[config.mk]
export PLATFORM = sky130hd
export DESIGN_NAME = lcd_spi_writer
export DESIGN_NICKNAME = d
export VERILOG_FILES = /design/src/rtl/lcd_spi_writer.sv
export SDC_FILE = /design/constraint.sdc
export NUM_CORES = 1
export LEC_CHECK = 0
export ABC_AREA = 1
export BUFFER_PORTS_ARGS = -buffer_cell sky130_fd_sc_hd__buf_2
export CAP_MARGIN = 30
export CORE_AREA = 2 2 50 52
export CTS_CLUSTER_SIZE = 8
export DETAILED_ROUTE_END_ITERATION = 12
export DIE_AREA = 0 0 52 54
export PLACE_DENSITY = 0.8
export SLEW_MARGIN = 10
export SYNTH_ARGS = -nofsm -noshare
export SYNTH_HDL_FRONTEND = slang
export SYNTH_SLANG_ARGS = --single-unit
[constraint.sdc]
create_clock -name sys_clk -period 2.3 [get_ports sys_clk]
set_input_delay 0.23 -clock sys_clk [delete_from_list [all_inputs] [get_ports sys_clk]]
set_output_delay 0.23 -clock sys_clk [all_outputs]
set_load 0.01 [all_outputs]
[src/rtl/lcd_spi_writer.sv]
// lcd_spi_writer: byte-level 4-wire SPI transmitter for the ST7735 LCD.
//   Takes a 9-bit word (bit 8 = D/C, bits 7:0 = payload), shifts the payload
//   MSB-first in SPI mode 0 with CS/DC framing, pulses wr_done once per byte,
//   then holds off new requests for GAP_CYCLES so upstream can update data.
//
// Parameters:
//   CLK_DIV    SCL half-period in sys_clk cycles (1..15)
//   GAP_CYCLES idle cycles after wr_done during which en_write is ignored (>=3)
//
// Ports:
//   sys_clk   in   system clock, rising edge
//   sys_rst   in   asynchronous active-high reset
//   data      in   [8] D/C (0 cmd, 1 data), [7:0] byte
//   en_write  in   level request, sampled only in IDLE
//   wr_done   out  one-cycle pulse when a byte has fully shifted out
//   busy      out  high in every state except IDLE
//   lcd_scl   out  SPI clock (idles low)
//   lcd_sda   out  SPI MOSI
//   lcd_dc    out  data/command select
//   lcd_cs    out  chip select, active low
//
// Optional build macro:
//   LCD_SPI_CS_HOLD_EN  keep lcd_cs low across DONE/GAP; release it only once
//                       IDLE sees en_write low, so a byte stream shares one
//                       CS frame. Undefined: CS rises in DONE after every byte.

module lcd_spi_writer #(
  parameter int CLK_DIV    = 2,
  parameter int GAP_CYCLES = 3
) (
  input  logic       sys_clk,
  input  logic       sys_rst,
  input  logic [8:0] data,
  input  logic       en_write,
  output logic       wr_done,
  output logic       busy,
  output logic       lcd_scl,
  output logic       lcd_sda,
  output logic       lcd_dc,
  output logic       lcd_cs
);

  typedef enum logic [1:0] {IDLE, SHIFT, DONE, GAP} state_t;

  localparam int GW = $clog2(GAP_CYCLES + 1);

  state_t        state, state_n;
  logic [3:0]    ph_cnt, ph_cnt_n;     // cycles within the current SCL half
  logic          hi, hi_n;             // 0: SCL-low half, 1: SCL-high half
  logic [2:0]    bit_cnt, bit_cnt_n;   // 7 down to 0
  logic [GW-1:0] gap_cnt, gap_cnt_n;
  logic [7:0]    shreg, shreg_n;
  logic          dc_n, cs_n;

  // SDA is the shift register MSB. No shift after bit 0, so SDA keeps
  // showing bit 0 until the next latch.
  assign lcd_sda = shreg[7];

  always_comb begin
    state_n   = state;
    ph_cnt_n  = ph_cnt;
    hi_n      = hi;
    bit_cnt_n = bit_cnt;
    gap_cnt_n = gap_cnt;
    shreg_n   = shreg;
    dc_n      = lcd_dc;
    case (state)
      IDLE: begin
        if (en_write) begin
          state_n   = SHIFT;
          ph_cnt_n  = '0;
          hi_n      = 1'b0;
          bit_cnt_n = 3'd7;
          shreg_n   = data[7:0];
          dc_n      = data[8];
        end
      end
      SHIFT: begin
        if (ph_cnt == 4'(CLK_DIV - 1)) begin
          ph_cnt_n = '0;
          hi_n     = ~hi;
          // End of a high half closes the bit; the shift lands on the
          // falling edge so SDA only moves while SCL is low.
          if (hi) begin
            if (bit_cnt == 3'd0) begin
              state_n = DONE;
            end else begin
              bit_cnt_n = bit_cnt - 3'd1;
              shreg_n   = {shreg[6:0], 1'b0};
            end
          end
        end else begin
          ph_cnt_n = ph_cnt + 4'd1;
        end
      end
      DONE: begin
        state_n   = GAP;
        gap_cnt_n = '0;
      end
      GAP: begin
        if (gap_cnt == GW'(GAP_CYCLES - 1)) state_n = IDLE;
        else                                gap_cnt_n = gap_cnt + GW'(1);
      end
      default: state_n = IDLE;
    endcase

`ifdef LCD_SPI_CS_HOLD_EN
    cs_n = lcd_cs;
    if (state == IDLE && !en_write)     cs_n = 1'b1;
    else if (state == IDLE && en_write) cs_n = 1'b0;
`else
    cs_n = (state_n != SHIFT);
`endif
  end

  always_ff @(posedge sys_clk or posedge sys_rst) begin
    if (sys_rst) begin
      state   <= IDLE;
      ph_cnt  <= '0;
      hi      <= 1'b0;
      bit_cnt <= '0;
      gap_cnt <= '0;
      shreg   <= '0;
      lcd_dc  <= 1'b0;
      lcd_cs  <= 1'b1;
      lcd_scl <= 1'b0;
      wr_done <= 1'b0;
      busy    <= 1'b0;
    end else begin
      state   <= state_n;
      ph_cnt  <= ph_cnt_n;
      hi      <= hi_n;
      bit_cnt <= bit_cnt_n;
      gap_cnt <= gap_cnt_n;
      shreg   <= shreg_n;
      lcd_dc  <= dc_n;
      lcd_cs  <= cs_n;
      // Outputs are registered from next-state so they change cleanly on
      // the same edge as the state they belong to.
      lcd_scl <= (state_n == SHIFT) && hi_n;
      wr_done <= (state_n == DONE);
      busy    <= (state_n != IDLE);
    end
  end

endmodule

==> results.md, run 1 <==
* Status: finished clean
* Gr ovfl total at 0
* Lkg Pwr at 0.0008260 uW
* Synth Instances at 166
* Worst path max stage delay at 0.57 ns
* Data required time of the worst path at 2.52 ns
* Worst hold path class: in2reg
* # clock sinks at 25
* Final Hold Fails at 0
* Hold Path Sink: lcd_dc
* CTS hold repair buffers at 0
* Worst vdd ir at 0.0005356 V
* Syn Nets at 183
* Worst-path fanout max at 13
* Layout Skew at 0.01077 ns
* 1st-pass router iterations at 4
* H-tree Lvls at 1
* GRT Max-Usage Layer: met2
* Detailed Route Iter0 Violations at 30
* Antenna diodes at 0
* Pin count of the biggest net entering global routing at 26
* Crit Reg-Reg Endpoint: shreg[0]
* RSZ-0062 raised after global routing: false
* CTS tree: built
* Initial antenna violation count at 0
* Placed Area at 1381 um^2
* M1 GR Usage at 26.16%
* PwrDens at 1126 nW/um^2
* First-pass GRT wire length at 4353 um
* CP Class: reg2reg
* YS warnings at 0
* Die footprint at 2808 um^2
* Mapped Area at 1318 um^2
* FP Rows at 18
* Final net count at 200
* DRT antenna net count at 0
* Reg2Reg Setup Slack at 0.57 ns
* Hold depth at 3
* Vias in the first global route at 1031
* Synth Register Bits at 25
* Design Area, Final at 1434 um^2
* Mean post-synth cell area at 7.937 um^2
* Met3 Usage GRT at 2.778%
* HPWL Detailed at 1880 um
* CTS clk-pin slew, worst paths at 0.14 ns
* CP dominant cell by count: nand2_1
* Buffer type at the clock tree root: clkbuf_4
* Sequential fraction of the synthesis area at 47.58%
* Worst Setup End Kind: flip-flop
* Worst path cell trace: nor2_1 -> nand2_1 -> nand2_1 -> nand3_2 -> nand2_1 -> nand2_1
* Vias/cell at 5.104
* Clock Path Buffers at 2
* Delay-heaviest family, CP: simple AND/OR/NAND/NOR gates
* Met2 usage at 36.50%
* Share of the cycle needed by the critical path after routing at 75.27%
* Post-cts sizing count at 0
* Setup tns final at 0 ns
* Synth cell types at 19
* CP max-delay cell: dfrtp_1
* Pins over their slew limit at 0
* Initial Util at 56.80%
* # Post-CTS Setup Buffers at 0
* CP arrival at 1.95 ns
* CTS Buf Count at 3
* Wirelength per Cell at 12.18 um
* Via count at 1082
* Port Buffers at 17
* Final setup fails at 0
* Synth area leaders: dfrtp_1 46%, nand2_1 18%, nand3_1 5.3%
* Fmax achieved at 577.6 MHz
* Core box area at 2320 um^2
* Reg-to-Reg Start: state[0]
* Max-Cap Viols at 0
* Layout cells sized above 1 at 17.58%
* Worst path bufs/invs at 0
* Worst Reg-to-Reg Cells at 6
* Worst Tran Pin Value at 0.4856 ns
* Total Wirelength at 2582 um
* Yosys top cell by area: dfrtp_1
* Area growth, synth to finish at 8.832%
* Slew Limit Headroom at 67.59%
* Die X at 52 um
* Min Tclk post-route at 1.731 ns
* Dpl cells at 206
* DRC at 0
* Total GRT Usage at 20.93%
* Worst-skew pair later-pin latency at 0.32 ns
* Gpl congestion at 0.7660
* Final Non-Filler Cells at 212
* Top-area cell type share of the netlist area at 45.58%
* Min-delay src: data[8]
* I/O Pins at 18
* Die Y at 54 um
* Startpoint types: flip-flop
## placed cells by master (no fill, tap or decap)
cell type      synthesis  final
nand2_1               62     62
dfrtp_1               24     24
buf_2                  2     17
inv_1                 15     15
nand3_1               14     14
nor2_1                13     13
nand4_1               11     11
ha_1                   5      5
o21ai_0                4      4
nand2_2                3      3
clkbuf_4               0      3
inv_2                  2      2
a21oi_2                1      1
nor2_4                 1      1
o22ai_1                1      1
nand3_2                1      1
nor3_2                 1      1
clkinv_2               0      1
dlygate4sd3_1          0      1
dfstp_2                1      1
buf_8                  0      1
## metrics by stage
step / setup WS (ns) / utilization (%) / hold slack (ns) / total power, uW
after CTS: 0.5676 / 60.73 / 0.09378 / 1622
after global placement: 0.6751 / 59.55 / 0.4275 / 1380
after global routing: 0.3244 / 61.81 / 0.09828 / 1770
after floorplan: 1.076 / - / 0.2566 / 1287
final: 0.5688 / 61.81 / 0.09691 / 1615
after detailed placement: 0.5720 / 59.55 / 0.4331 / 1429
## Yosys cell counts, drive strengths merged
cell,instances
dfrtp,24
nand3,15
nor2,14
nand4,11
o22ai,1
a21oi,1
ha,5
nand2,65
dfstp,1
inv,17
o21ai,4
buf,7
nor3,1
## worst max path at each step
stage,from,endpoint,slack (ns),cells past startpoint
3_3_place_gp,state[0],shreg[7],0.68,6
3_5_place_dp,state[0],shreg[0],0.57,6
6_report,state[0],shreg[0],0.57,6
5_1_grt,state[0],shreg[3],0.32,6
2_1_floorplan,bit_cnt[0],bit_cnt[0],1.08,8
4_1_cts,state[0],shreg[0],0.57,6
## final cells by class
cell class	instances	area, um^2
Fill cell	201	885.9
Sequential cell	25	626.9
Multi-Input combinational cell	117	568.0
Timing Repair Buffer	19	110.1
Inverter	17	63.81
Tap cell	30	37.54
Clock buffer	3	22.52
Clock inverter	1	5.005
## tightest hold or removal path: cells and delay by family
family	cells	cell delay, ns
and+or+nand+nor	2	0.08
buffers and inverters	1	0.08
## sequential cells by signal, summed over array words and instances, names as in the netlist
name,count
ph_cnt,4
state,2
busy,1
lcd_dc,1
bit_cnt,3
lcd_scl,1
lcd_cs,1
gap_cnt,2
wr_done,1
shreg,8
hi,1
## metal layers
| layer | vias to the layer above | wire length [um] |
|---|---|---|
| li1 | 556 | - |
| met1 | 501 | 1155 |
| met2 | 21 | 1312 |
| met3 | 4 | 83 |
| met4 | 0 | 31 |
| met5 | - | 0 |
## power breakdown
part	switching [uW]	internal, uW
sequential	110	601
combinational	461	250
clock	128	65.0
## cell families after synthesis
group | count (synthesis) | synth area share (%)
and+or+nand+nor | 106 | 35.71
buffers and inverters | 24 | 9.306
DFF | 25 | 47.58
AOI/OAI and AO/OA | 6 | 2.660
adders and majority gates | 5 | 4.748
Note: power is estimated with default switching activity, not from simulation.
==> run 2, diff against run 1 <==
Settings changed: CORE_AREA 2 2 50 52 to 2 2 52 54, DIE_AREA 0 0 52 54 to 0 0 54 56, PLACE_DENSITY 0.8 to 0.74.
Clock period 2.3 ns to 1.7 ns, I/O delays scaled along.
==> run 2 against run 1 <==
Against the previous run:
- final cell count grew 1.9%
- via count increased by 1.4%
- largest power group is now combinational cells
- hold slack got worse by 0.047 ns
- global-route usage is 1.4 points lower
- flip-flop and latch count unchanged
- core utilization is 2.0 points lower
- register-to-register slack worse by 0.35 ns
- critical path depth up 2
- sequential share of layout area is 0.64 points lower
- sequential power is 34% higher
==> results.md, run 2 (same netlist as run 1, synthesis figures left out) <==
* M1 GR Usage at 26.80% (+0.65 points)
* Data required time of the worst path at 1.90 ns (-0.62 ns)
* GRT Max-Usage Layer: met2
* Worst vdd ir at 0.0008744 V (+63%)
* Biggest regs: shreg: 8 flops, ph_cnt: 4 flops, bit_cnt: 3 flops
* First-pass GRT wire length at 4498 um (+3.3%)
* HPWL Detailed at 1877 um (-0.18%)
* Worst Reg-to-Reg Cells at 8 (+2)
* Final setup fails at 0 (unchanged)
* CP max-delay cell: dfrtp_1
* Max-Cap Viols at 0 (unchanged)
* Number of fill cells at 220 (+9.5%)
* Pins over their slew limit at 0 (unchanged)
* Vias in the first global route at 1063 (+3.1%)
* PwrDens at 1531 nW/um^2 (+36%)
* Worst path cell trace: inv_1 -> ha_1 -> inv_1 -> nor2_1 -> nand2_1 -> nand3_2 -> nand2_1 -> nand2_1
* Buffer type at the clock tree root: clkbuf_4
* H-tree Lvls at 1 (unchanged)
* Die X at 54 um (+3.8%)
* 1st-pass router iterations at 4 (unchanged)
* Sequential Area at 626.9 um^2 (unchanged)
* Fmax achieved at 673.3 MHz (+17%)
* Area growth, synth to finish at 10.45%
* Status: finished clean
* CTS Buf Count at 3 (unchanged)
* Layout Skew at 0.006838 ns (-0.003932 ns)
* CP arrival at 1.68 ns (-0.27 ns)
* Most flops, register: shreg
* Final Power at 2228 uW (+38%)
* Met3 Usage GRT at 2.419% (-0.36 points)
* # clock sinks at 25 (unchanged)
* Final net count at 204 (+2.0%)
* CTS clk-pin slew, worst paths at 0.13 ns (about the same)
* Final Non-Filler Cells at 216 (+1.9%)
* Layout cells sized above 1 at 18.82% (+1.2 points)
* Area of the multi-input gates at 568.0 um^2 (unchanged)
* Design Area, Final at 1455 um^2 (+1.5%)
* Total Wirelength at 2518 um (-2.5%)
* Wirelength per Cell at 11.66 um (-4.3%)
* # Post-CTS Setup Buffers at 0 (unchanged)
* Max FFs per register at 8 (unchanged)
* Via count at 1097 (+1.4%)
* CP dominant cell by count: nand2_1
* Gr ovfl total at 0 (unchanged)
* Core box area at 2432 um^2 (+4.9%)
* FP Rows at 18 (unchanged)
* Worst-path fanout max at 11 (-2)
* Worst Tran Pin Value at 0.3234 ns (-0.1622 ns)
* Worst path max stage delay at 0.39 ns (-0.18 ns)
* Port Buffers at 17 (unchanged)
* CP Class: reg2reg
* Hold depth at 3 (unchanged)
* Dpl cells at 211 (+2.4%)
* Final Hold Fails at 0 (unchanged)
* Initial Util at 54.17% (-2.6 points)
* Placed Area at 1419 um^2 (+2.7%)
* Detailed Route Iter0 Violations at 27 (-10%)
* Lkg Pwr at 0.0008395 uW (+1.6%)
* Gpl congestion at 0.7995 (+4.4%)
* CTS hold repair buffers at 1 (+1)
* Commonest non-fill, non-tap cell in the layout: nand2_1
* RSZ-0062 raised after global routing: false
* Share of the cycle needed by the critical path after routing at 87.36% (+12 points)
* Initial antenna violation count at 0 (unchanged)
* Total GRT Usage at 19.56% (-1.4 points)
* Die Y at 56 um (+3.7%)
* Min Tclk post-route at 1.485 ns (-0.2461 ns)
* DRT antenna net count at 0 (unchanged)
* Pin count of the biggest net entering global routing at 26 (unchanged)
* Worst Setup End Kind: flip-flop
* Clock Path Buffers at 2 (unchanged)
* Setup tns final at 0 ns (unchanged)
* Most frequent cells in the layout: 62 x nand2_1, 24 x dfrtp_1, 17 x buf_2, 15 x inv_1, 14 x nand3_1
* Post-cts sizing count at 0 (unchanged)
* Slew Limit Headroom at 78.44% (+11 points)
* DRC at 0 (unchanged)
* Worst hold path class: in2reg
* Met2 usage at 32.40% (-4.1 points)
* Die footprint at 3024 um^2 (+7.7%)
* Startpoint types: flip-flop
* CTS tree: built
* Vias/cell at 5.079 (-0.49%)
* I/O Pins at 18 (unchanged)
* Antenna diodes at 0 (unchanged)
* Worst-skew pair later-pin latency at 0.30 ns (-0.02 ns)
run 2: report_power, final:
part,internal (uW),total (uW),switching [uW],leakage (uW)
combinational,391,1020,631,0.000518
clock,91.3,256,164,0.0000150
sequential,813,950,137,0.000307
total,1300,2230,933,0.000839
run 2: per-stage QoR:
| step | setup slack, ns | hold slack, ns | util (%) |
|---|---|---|---|
| final | 0.2148 | 0.04952 | 59.83 |
| after global routing | 0.04797 | 0.07939 | 59.83 |
| after CTS | 0.2151 | 0.03983 | 59.83 |
| after detailed placement | 0.2390 | 0.2469 | 58.33 |
| after global placement | 0.3303 | 0.2293 | 58.33 |
| after floorplan | 0.4758 | 0.1966 | - |
run 2: final timing paths:
check | end | start | slack, ns
setup / recovery | bit_cnt[2] | bit_cnt[0] | 0.21
hold / removal | lcd_dc | data[8] | 0.05
setup reg to reg | bit_cnt[2] | bit_cnt[0] | 0.21
hold reg to reg | bit_cnt[1] | bit_cnt[1] | 0.49
max in group asynchronous | lcd_cs | sys_rst | 0.96
min in group asynchronous | gap_cnt[0] | sys_rst | 0.43
run 2: cell type report:
type | instances | area share, %
clock buffers | 4 | 1.806
inverters | 17 | 4.385
multi-input cells | 117 | 39.04
flip-flops and latches | 25 | 43.08
well taps | 30 | 2.580
repair buffers | 23 | 9.114
run 2: per-layer routing:
layer	vias to the layer above	part of all wire [%]
met2	19	47
met3	2	3.3
met1	512	49
met4	0	0.83
li1	564	-
met5	-	0
run 2: worst max-delay path: cells and delay by family, from the launching register on:
| kind | cells | cell delay, ns |
|---|---|---|
| DFF | 1 | 0.39 |
| adders and majority gates | 1 | 0.19 |
| and+or+nand+nor | 5 | 0.68 |
| buffers and inverters | 2 | 0.12 |
